--- config.mk ---
export PLATFORM = sky130hd
export DESIGN_NAME = pmod_ad1_reader_flat
export DESIGN_NICKNAME = d
export VERILOG_FILES = /design/src/rtl/pmod_ad1_pkg.sv /design/src/rtl/pmod_ad1_reader_if.sv /design/src/rtl/adc_shift_in.sv /design/src/rtl/pmod_ad1_reader.sv /design/src/flat_wrapper.sv
export SDC_FILE = /design/constraint.sdc
export NUM_CORES = 1
export LEC_CHECK = 0
export ABC_AREA = 1
export CORE_MARGIN = 10
export CORE_UTILIZATION = 30
export CTS_BUF_LIST = sky130_fd_sc_hd__clkbuf_8 sky130_fd_sc_hd__clkbuf_16
export CTS_CLUSTER_SIZE = 30
export DETAILED_ROUTE_END_ITERATION = 10
export PLACE_DENSITY = 0.47
export REMOVE_ABC_BUFFERS = 1
export SLEW_MARGIN = 20
export SYNTH_ARGS = -nofsm -noshare
export SYNTH_HDL_FRONTEND = slang
export SYNTH_SLANG_ARGS = --single-unit
--- constraint.sdc ---
create_clock -name Clk -period 4.6 [get_ports Clk]
set_input_delay 0.92 -clock Clk [delete_from_list [all_inputs] [get_ports Clk]]
set_output_delay 0.92 -clock Clk [all_outputs]
set_load 0.005 [all_outputs]
--- src/rtl/pmod_ad1_pkg.sv ---
// Shared types and constants for the PmodAD1 dual-channel ADC reader.
package pmod_ad1_pkg;

  typedef enum logic [2:0] {
    IDLE  = 3'd0,
    SETUP = 3'd1,
    SHIFT = 3'd2,
    DONE  = 3'd3,
    QUIET = 3'd4
  } state_e;

  localparam int FRAME_BITS = 16;
  localparam int DATA_BITS  = 12;
  localparam int LEAD_ZEROS = 4;

  // A well-formed AD7476A frame starts with LEAD_ZEROS zero bits.
  function automatic logic lead_zero_err(input logic [FRAME_BITS-1:0] frame);
    return |frame[FRAME_BITS-1 -: LEAD_ZEROS];
  endfunction

endpackage

--- src/rtl/pmod_ad1_reader_if.sv ---
// Pin and sample bundle between the PmodAD1 reader, the ADC pins and the fabric.
interface pmod_ad1_reader_if;
  import pmod_ad1_pkg::*;

  logic                 START;
  logic                 SDATA0;
  logic                 SDATA1;
  logic                 SCLK;
  logic                 CSn;
  logic [DATA_BITS-1:0] DATA0;
  logic [DATA_BITS-1:0] DATA1;
  logic                 VALID;
  logic                 BUSY;
  logic                 FRAME_ERR;

  modport master (
    input  START, SDATA0, SDATA1,
    output SCLK, CSn, DATA0, DATA1, VALID, BUSY, FRAME_ERR
  );

  modport slave (
    output START, SDATA0, SDATA1,
    input  SCLK, CSn, DATA0, DATA1, VALID, BUSY, FRAME_ERR
  );

endinterface

--- src/rtl/adc_shift_in.sv ---
// MSB-first serial-to-parallel shift register for one ADC data line.
module adc_shift_in
  import pmod_ad1_pkg::*;
(
  input  logic                  clk,
  input  logic                  rst_n,
  input  logic                  shift_en,
  input  logic                  sdata,
  output logic [FRAME_BITS-1:0] sr
);

  logic [FRAME_BITS-1:0] sr_r;

  // Shift one bit in from the LSB end on every enabled cycle.
  always_ff @(posedge clk or negedge rst_n) begin
    if (!rst_n) begin
      sr_r <= {FRAME_BITS{1'b0}};
    end else if (shift_en) begin
      sr_r <= {sr_r[FRAME_BITS-2:0], sdata};
    end else begin
      sr_r <= sr_r;
    end
  end

  assign sr = sr_r;

endmodule

--- src/rtl/pmod_ad1_reader.sv ---
// PmodAD1 reader: runs one 16-bit SPI-style frame per START and captures both
// channels into 12-bit samples with a one-cycle VALID strobe.
module pmod_ad1_reader #(
  parameter int CLK_DIV      = 2,
  parameter int QUIET_CYCLES = 5
) (
  input  logic               Clk,
  input  logic               Rst_n,
  pmod_ad1_reader_if.master  bus
);
  import pmod_ad1_pkg::*;

  localparam int DW = (CLK_DIV > 1) ? $clog2(CLK_DIV) : 1;
  localparam int QW = (QUIET_CYCLES > 1) ? $clog2(QUIET_CYCLES) : 1;
  localparam int BW = $clog2(FRAME_BITS);

  localparam logic [DW-1:0] DIV_LAST   = DW'(CLK_DIV - 1);
  localparam logic [BW-1:0] BIT_LAST   = BW'(FRAME_BITS - 1);
  localparam logic [QW-1:0] QUIET_LAST = (QUIET_CYCLES > 0) ? QW'(QUIET_CYCLES - 1) : {QW{1'b0}};
  localparam logic          NO_QUIET   = (QUIET_CYCLES == 0);

  state_e               state_r,     state_s;
  logic [DW-1:0]        div_cnt_r,   div_cnt_s;
  logic                 phase_r,     phase_s;
  logic [BW-1:0]        bit_cnt_r,   bit_cnt_s;
  logic [QW-1:0]        quiet_cnt_r, quiet_cnt_s;
  logic                 sclk_r,      sclk_s;
  logic                 csn_r,       csn_s;
  logic                 valid_r,     valid_s;
  logic                 busy_r,      busy_s;
  logic                 frame_err_r, frame_err_s;
  logic [DATA_BITS-1:0] data0_r,     data0_s;
  logic [DATA_BITS-1:0] data1_r,     data1_s;

  logic                  shift_en_s;
  logic                  release_s;
  logic                  release_nx_s;
  logic [FRAME_BITS-1:0] sr0_s;
  logic [FRAME_BITS-1:0] sr1_s;

  adc_shift_in u_sr0 (
    .clk      (Clk),
    .rst_n    (Rst_n),
    .shift_en (shift_en_s),
    .sdata    (bus.SDATA0),
    .sr       (sr0_s)
  );

  adc_shift_in u_sr1 (
    .clk      (Clk),
    .rst_n    (Rst_n),
    .shift_en (shift_en_s),
    .sdata    (bus.SDATA1),
    .sr       (sr1_s)
  );

  // The final CSn-high cycle after a frame behaves like IDLE, so that a held
  // START yields exactly 1+QUIET_CYCLES high cycles between frames.
  assign release_s = (state_r == DONE && NO_QUIET) ||
                     (state_r == QUIET && quiet_cnt_r == QUIET_LAST);

  // Next-state, divider/bit counters and next values of every registered output.
  always_comb begin
    state_s     = state_r;
    div_cnt_s   = div_cnt_r;
    phase_s     = phase_r;
    bit_cnt_s   = bit_cnt_r;
    quiet_cnt_s = quiet_cnt_r;
    sclk_s      = sclk_r;
    csn_s       = csn_r;
    valid_s     = 1'b0;
    shift_en_s  = 1'b0;
    data0_s     = data0_r;
    data1_s     = data1_r;
    frame_err_s = frame_err_r;

    case (state_r)
      IDLE: begin
        sclk_s = 1'b1;
        if (bus.START) begin
          state_s   = SETUP;
          div_cnt_s = {DW{1'b0}};
          csn_s     = 1'b0;
        end else begin
          csn_s = 1'b1;
        end
      end

      SETUP: begin
        if (div_cnt_r == DIV_LAST) begin
          state_s   = SHIFT;
          div_cnt_s = {DW{1'b0}};
          phase_s   = 1'b0;
          bit_cnt_s = {BW{1'b0}};
          sclk_s    = 1'b0;
        end else begin
          div_cnt_s = div_cnt_r + 1'b1;
        end
      end

      SHIFT: begin
        if (div_cnt_r != DIV_LAST) begin
          div_cnt_s = div_cnt_r + 1'b1;
        end else if (!phase_r) begin
          // This edge raises SCLK: the ADC data has been stable for CLK_DIV cycles.
          div_cnt_s  = {DW{1'b0}};
          phase_s    = 1'b1;
          sclk_s     = 1'b1;
          shift_en_s = 1'b1;
        end else if (bit_cnt_r == BIT_LAST) begin
          div_cnt_s   = {DW{1'b0}};
          state_s     = DONE;
          csn_s       = 1'b1;
          sclk_s      = 1'b1;
          valid_s     = 1'b1;
          data0_s     = sr0_s[DATA_BITS-1:0];
          data1_s     = sr1_s[DATA_BITS-1:0];
          frame_err_s = lead_zero_err(sr0_s) | lead_zero_err(sr1_s);
        end else begin
          div_cnt_s = {DW{1'b0}};
          bit_cnt_s = bit_cnt_r + 1'b1;
          phase_s   = 1'b0;
          sclk_s    = 1'b0;
        end
      end

      DONE, QUIET: begin
        sclk_s = 1'b1;
        if (release_s) begin
          if (bus.START) begin
            state_s   = SETUP;
            div_cnt_s = {DW{1'b0}};
            csn_s     = 1'b0;
          end else begin
            state_s = IDLE;
            csn_s   = 1'b1;
          end
        end else if (state_r == DONE) begin
          state_s     = QUIET;
          quiet_cnt_s = {QW{1'b0}};
          csn_s       = 1'b1;
        end else begin
          quiet_cnt_s = quiet_cnt_r + 1'b1;
          csn_s       = 1'b1;
        end
      end

      default: begin
        state_s = IDLE;
        csn_s   = 1'b1;
        sclk_s  = 1'b1;
      end
    endcase

    release_nx_s = (state_s == DONE && NO_QUIET) ||
                   (state_s == QUIET && quiet_cnt_s == QUIET_LAST);
    busy_s       = !(state_s == IDLE || release_nx_s);
  end

  // State, counters and output registers.
  always_ff @(posedge Clk or negedge Rst_n) begin
    if (!Rst_n) begin
      state_r     <= IDLE;
      div_cnt_r   <= {DW{1'b0}};
      phase_r     <= 1'b0;
      bit_cnt_r   <= {BW{1'b0}};
      quiet_cnt_r <= {QW{1'b0}};
      sclk_r      <= 1'b1;
      csn_r       <= 1'b1;
      valid_r     <= 1'b0;
      busy_r      <= 1'b0;
      frame_err_r <= 1'b0;
      data0_r     <= {DATA_BITS{1'b0}};
      data1_r     <= {DATA_BITS{1'b0}};
    end else begin
      state_r     <= state_s;
      div_cnt_r   <= div_cnt_s;
      phase_r     <= phase_s;
      bit_cnt_r   <= bit_cnt_s;
      quiet_cnt_r <= quiet_cnt_s;
      sclk_r      <= sclk_s;
      csn_r       <= csn_s;
      valid_r     <= valid_s;
      busy_r      <= busy_s;
      frame_err_r <= frame_err_s;
      data0_r     <= data0_s;
      data1_r     <= data1_s;
    end
  end

  assign bus.SCLK      = sclk_r;
  assign bus.CSn       = csn_r;
  assign bus.VALID     = valid_r;
  assign bus.BUSY      = busy_r;
  assign bus.FRAME_ERR = frame_err_r;
  assign bus.DATA0     = data0_r;
  assign bus.DATA1     = data1_r;

endmodule

--- src/flat_wrapper.sv ---
// flat-port wrapper written by rule: the top's interface ports become plain ports
module pmod_ad1_reader_flat import pmod_ad1_pkg::*;
#(
  parameter int CLK_DIV      = 2,
  parameter int QUIET_CYCLES = 5
)
  (Clk, Rst_n, bus_START, bus_SDATA0, bus_SDATA1, bus_SCLK, bus_CSn, bus_DATA0, bus_DATA1, bus_VALID, bus_BUSY, bus_FRAME_ERR);
  pmod_ad1_reader_if bus_i ();
  input  logic Clk;
  input  logic Rst_n;
  input wire logic [$bits(bus_i.START)-1:0] bus_START;
  input wire logic [$bits(bus_i.SDATA0)-1:0] bus_SDATA0;
  input wire logic [$bits(bus_i.SDATA1)-1:0] bus_SDATA1;
  output wire logic [$bits(bus_i.SCLK)-1:0] bus_SCLK;
  output wire logic [$bits(bus_i.CSn)-1:0] bus_CSn;
  output wire logic [$bits(bus_i.DATA0)-1:0] bus_DATA0;
  output wire logic [$bits(bus_i.DATA1)-1:0] bus_DATA1;
  output wire logic [$bits(bus_i.VALID)-1:0] bus_VALID;
  output wire logic [$bits(bus_i.BUSY)-1:0] bus_BUSY;
  output wire logic [$bits(bus_i.FRAME_ERR)-1:0] bus_FRAME_ERR;
  assign bus_i.START = bus_START;
  assign bus_i.SDATA0 = bus_SDATA0;
  assign bus_i.SDATA1 = bus_SDATA1;
  assign bus_SCLK = bus_i.SCLK;
  assign bus_CSn = bus_i.CSn;
  assign bus_DATA0 = bus_i.DATA0;
  assign bus_DATA1 = bus_i.DATA1;
  assign bus_VALID = bus_i.VALID;
  assign bus_BUSY = bus_i.BUSY;
  assign bus_FRAME_ERR = bus_i.FRAME_ERR;
  pmod_ad1_reader #(.CLK_DIV(CLK_DIV), .QUIET_CYCLES(QUIET_CYCLES)) u_core (.Clk(Clk), .Rst_n(Rst_n), .bus(bus_i));
endmodule
# == Word level (Yosys, flattened, before mapping) ==
# Cells that the tools add are included.
# Widths: inputs -> output; s select.
# word_totals
ff_bits,73
out_inout_bits,29
wordCells,90
# classes
n_addsub,3
eq_ne,14
mux,39
n_bitwise,2
reduce_logical,18
# ops
op,n
$mux 3,10
$mux 1,19
$mux 4,4
$eq 3x3->1 const B,4
$pmux 3 s4,1
$ne 2x1->1 const B,5
$pmux 4 s2,1
$reduce_and 4->1,2
$reduce_or 4->1,2
$eq 3x2->1 const B,2
$logic_not 3->1,2
$reduce_and 5->1,1
$add 4x1->4 const B,1
$eq 4x4->1 const B,1
$pmux 1 s2,2
$pmux 1 s4,1
$reduce_and 2->1,2
$reduce_or 2->1,2
$add 3x1->3 const B,1
$eq 3x1->1 const B,1
$pmux 1 s3,1
$reduce_and 3->1,1
$reduce_bool 3->1,1
$logic_and 1x1->1,2
7 further kinds,7

# == Longest topological paths before layout ==
# depth
word_depth,9
mapped_depth,11
mapped_depth_nobuf,11

# == By module ==
# From an unflattened synthesis, not the netlist that was laid out.
# unflattened
cells_unflattened,344
hier_area_um2,3156.8
# by_module_without_submodules
module,instances,cells_per_inst,area_per_inst_um2
pmod_ad1_reader,1,208,1788.0
adc_shift_in,2,68,684.4

# == Worst setup path before layout ==
# No wires, ideal clock.
# synth_path
kind,register -> register
from,register u_core.bit_cnt_r[0]
to,"register u_core.data0_r[10], in the netlist u_core.bus.DATA0[10]"
t_arrival_ps,1346
required_time_ps,4479
slack_ps,3134
stages_incl_launch_ff,9
synth_period_minus_slack_ps,1466
path_cell_list,dfrtp_1 ha_1 nand3_1 nor3_4 inv_2 buf_6 buf_6 nand2_1 o21ai_1
# synth_via
elab_chain_len,2
# synth_lines
item,line_no,text
"start, declared",pmod_ad1_reader.sv:25,"logic [BW-1:0] bit_cnt_r, bit_cnt_s;"
"start signal, assigned",pmod_ad1_reader.sv:166,bit_cnt_r <= {BW{1'b0}};
"start signal, assigned",pmod_ad1_reader.sv:179,bit_cnt_r <= bit_cnt_s;
$eq 4x4->1,pmod_ad1_reader.sv:110,end else if (bit_cnt_r == BIT_LAST) begin
$reduce_and 4->1 (no line),n/a,
"end signal, assigned",pmod_ad1_reader.sv:173,data0_r <= {DATA_BITS{1'b0}};
"end signal, assigned",pmod_ad1_reader.sv:186,data0_r <= data0_s;
"end, declared",pmod_ad1_reader.sv:32,"logic [DATA_BITS-1:0] data0_r, data0_s;"
# No other way between the ends.
# A chain may end at the register's enable or synchronous reset.

# == Worst setup path after layout ==
# layout_path
from,"register u_core.sclk_r, in the netlist u_core.bus.SCLK"
to,output bus_SCLK
# layout_rtl
item,line_no,text
"start, declared",pmod_ad1_reader.sv:27,"logic sclk_r, sclk_s;"
"start signal, assigned",pmod_ad1_reader.sv:181,sclk_r <= sclk_s;
"end, declared",flat_wrapper.sv:14,output wire logic [$bits(bus_i.SCLK)-1:0] bus_SCLK;
# No word-level cell between the ends.

==> impl_metrics.tcl <==
set metrics [dict create \
    status "finished, final reports clean" \
    multi_input_area_sq_um 918 \
    drt_iter0_markers 99 \
    power.total_mw 1.22 \
    cts_tree "yes" \
    rows 36 \
    syn_area_sq_um 2970 \
    drt-total-wl_mm 5.51 \
    insertedDiodeCount 0 \
    async_flop_share_pct 100 \
    finalHoldViolCount 0 \
    clkSinkCount 73 \
    gp_congestion 0.739 \
    stdcell_area_sq_um 3620 \
    setup_viol 0 \
    r2r_end "u_core.state_r[0]" \
    grt_usage_pct 8.27 \
    rr_startpoint "u_core.bit_cnt_r[0]" \
    hold_class "reg -> reg" \
    worst_pin_slew_ns 0.927 \
    fillers 1018 \
    ctsResizeCount 0 \
    p_clk_share_pct 43.5 \
    required_ns 3.68 \
    slowest_delay_ns 0.54 \
    clk_latency_ns 0.34 \
    arrival_ns 1.37 \
    cts_buffers 9 \
    cts-root-buf "clkbuf_8" \
    vias_per_cell 4.20 \
    dp_hpwl_mm 3.52 \
    layout_common_cells "78 x nand2_1, 71 x dfrtp_1, 47 x o21ai_0, 41 x inv_1, 32 x clkdlybuf4s50_1" \
    layout-drive-gt1-share_pct 9.43 \
    critical-path-top-delay-family "flip-flops" \
    setup.worst_path.class "reg -> out" \
    slew_headroom_pct 38.2 \
    powerDensity_nw_per_um2 338 \
    wl_met1_mm 2.72 \
    die_x_um 119 \
    drc 0 \
    grt_max_degree 74 \
    firstDrtPassIters 4 \
    min_period_over_period_pct 49.8 \
    cap_violations 0 \
    critical_path.startpoint_type "register" \
    intPower_uw 957 \
    min_to "u_core.bus.DATA1[4]" \
    combPwrFrac_pct 2.6 \
    synth_seq_cells 73 \
    whs_ns 0.485 \
    postCtsSetupBuffers 0 \
    fin_crit_ns 2.29 \
    swShare_pct 21.7 \
    postCtsHoldBufs 0 \
    pwr-share-seq_pct 53.9 \
    crit_path_top_delay_cell "dfstp_2" \
    cp-end-kind "primary output" \
    grt_pass1_vias 2001 \
    vias 2027 \
    top_layer "met4" \
    wl_per_cell_um 11.4 \
    reg2reg_depth 5 \
    io_buffers 33 \
    ff2ff_setup_slack_ns 2.72 \
    io_pins 34 \
    fp.coreArea_sq_um 9730 \
    crit_buf_inv 1 \
    postSynthAreaPerCell_sq_um 9.52 \
    synth_cells 312 \
    synth.distinct_cells 30 \
    grt_pass1_wl_mm 9.63 \
    seq_area_frac_synth_pct 61.6 \
    num-nets-final 353 \
    ir_drop_uv 131 \
    die_h_um 119 \
    final_common_cell "nand2_1" \
    hp-start "u_core.bus.DATA1[4]" \
    wl_met2_mm 2.35 \
    antenna_found_initial 0 \
    max_freq_ghz 0.436 \
    cts_buffer_depth 2 \
    syn2layout_area_growth_pct 22.0 \
    die_area_sq_um 14300 \
    ys.flop_type "dfrtp_1" \
    placed_area_sq_um 3400 \
    grt_setup_unrepaired "no" \
    setup_total_negative_slack_ns 0 \
    utilization_pct 37.2 \
    clkTransAtPathRegs_ns 0.08 \
    p_leak_nw 1.76 \
    drv_slew 0 \
    whs_path_depth 2 \
    initial_core_util_pct 30.5 \
    skew_ns 0.00546 \
    register_area_sq_um 1830 \
    synth-edff-count 0 \
    grt_overflow 0 \
    yosysWarnings 0 \
    routed-wl-met3_um 348 \
    path_depth 1 \
    ant_nets 0 \
    crit_chain "clkdlybuf4s50_1" \
    cp_max_fo 2 \
    p_sw_uw 265 \
    cts.htree.levels 3 \
    crit_path_start "u_core.bus.SCLK" \
]
[synthesized netlist by cell type, types with 2 or more instances]
master    count  area share, %
nor4_1        2           0.42
o21ai_2       5            1.5
clkbuf_1      3           0.38
o21ai_1       5           0.84
inv_2         3           0.38
buf_6         2           0.76
buf_2         5           0.84
inv_1        41            5.2
dfrtp_1      71             60
a21oi_1       7            1.2
o21ai_0      47            7.9
ha_1          3            1.3
nand3_1      14            2.4
nor2_1        9            1.1
o21a_1        2           0.51
dfstp_2       2            1.8
nand2_1      78            9.9
[sequential cells by signal (all words and copies together), names as in the netlist]
| register | count |
|---|---|
| u_core.bus.CSn | 1 |
| u_core.bus.SCLK | 1 |
| u_core.bus.DATA1 | 12 |
| u_core.bus.DATA0 | 12 |
| u_core.bit_cnt_r | 4 |
| u_core.bus.FRAME_ERR | 1 |
| u_core.phase_r | 1 |
| u_core.u_sr1.sr | 16 |
| u_core.quiet_cnt_r | 3 |
| u_core.state_r | 3 |
| u_core.div_cnt_r | 1 |
| u_core.bus.VALID | 1 |
| u_core.u_sr0.sr | 16 |
| u_core.bus.BUSY | 1 |
[metal layers]
metal | up-vias | GRT usage (%)
li1 | 1056 | -
met1 | 933 | 10.9
met2 | 30 | 11.3
met3 | 8 | 3.40
met4 | 0 | 4.30
met5 | - | 0
[power groups by stage]
stage | Sequential (mW) | Combinational (mW) | Clock, mW
after CTS | 0.659 | 0.0341 | 0.553
final | 0.659 | 0.0321 | 0.531
after floorplan | 0.670 | 0.0139 | 0
after global placement | 0.671 | 0.0337 | 0
after detailed placement | 0.671 | 0.0340 | 0
after global routing | 0.660 | 0.0390 | 0.580
[stage by stage]
stage / std cells / setup WS, ns
5_1_grt: 483 / 2.25
2_1_floorplan: 301 / 2.90
3_3_place_gp: 467 / 2.50
6_report: 483 / 2.31
3_5_place_dp: 467 / 2.42
4_1_cts: 483 / 2.28
[cell type report]
| class | instances | share of cell area, % |
|---|---|---|
| clock inverters | 4 | 1.35 |
| inverters | 44 | 4.56 |
| repair buffers | 33 | 9.05 |
| clock buffers | 12 | 4.56 |
| well taps | 133 | 4.60 |
| flip-flops and latches | 73 | 50.5 |
| multi-input cells | 184 | 25.4 |
[kinds of logic after synthesis]
| kind of cell | share of synthesized area [%] |
|---|---|
| and+or+nand+nor | 16.7 |
| AOI/OAI and AO/OA | 12.4 |
| adders and majority gates | 1.26 |
| DFF | 61.6 |
| buffers and inverters | 7.71 |
| xor gates and xnor gates | 0.295 |
[worst max path at each step]
stage / endpoint / slack (ns)
2_1_floorplan: u_core.u_sr0.sr[0] / 2.90
3_3_place_gp: u_core.u_sr1.sr[1] / 2.50
3_5_place_dp: u_core.u_sr0.sr[9] / 2.42
4_1_cts: bus_SCLK / 2.28
5_1_grt: bus_SCLK / 2.25
6_report: bus_SCLK / 2.31
Note: power is estimated with default switching activity, not from simulation.
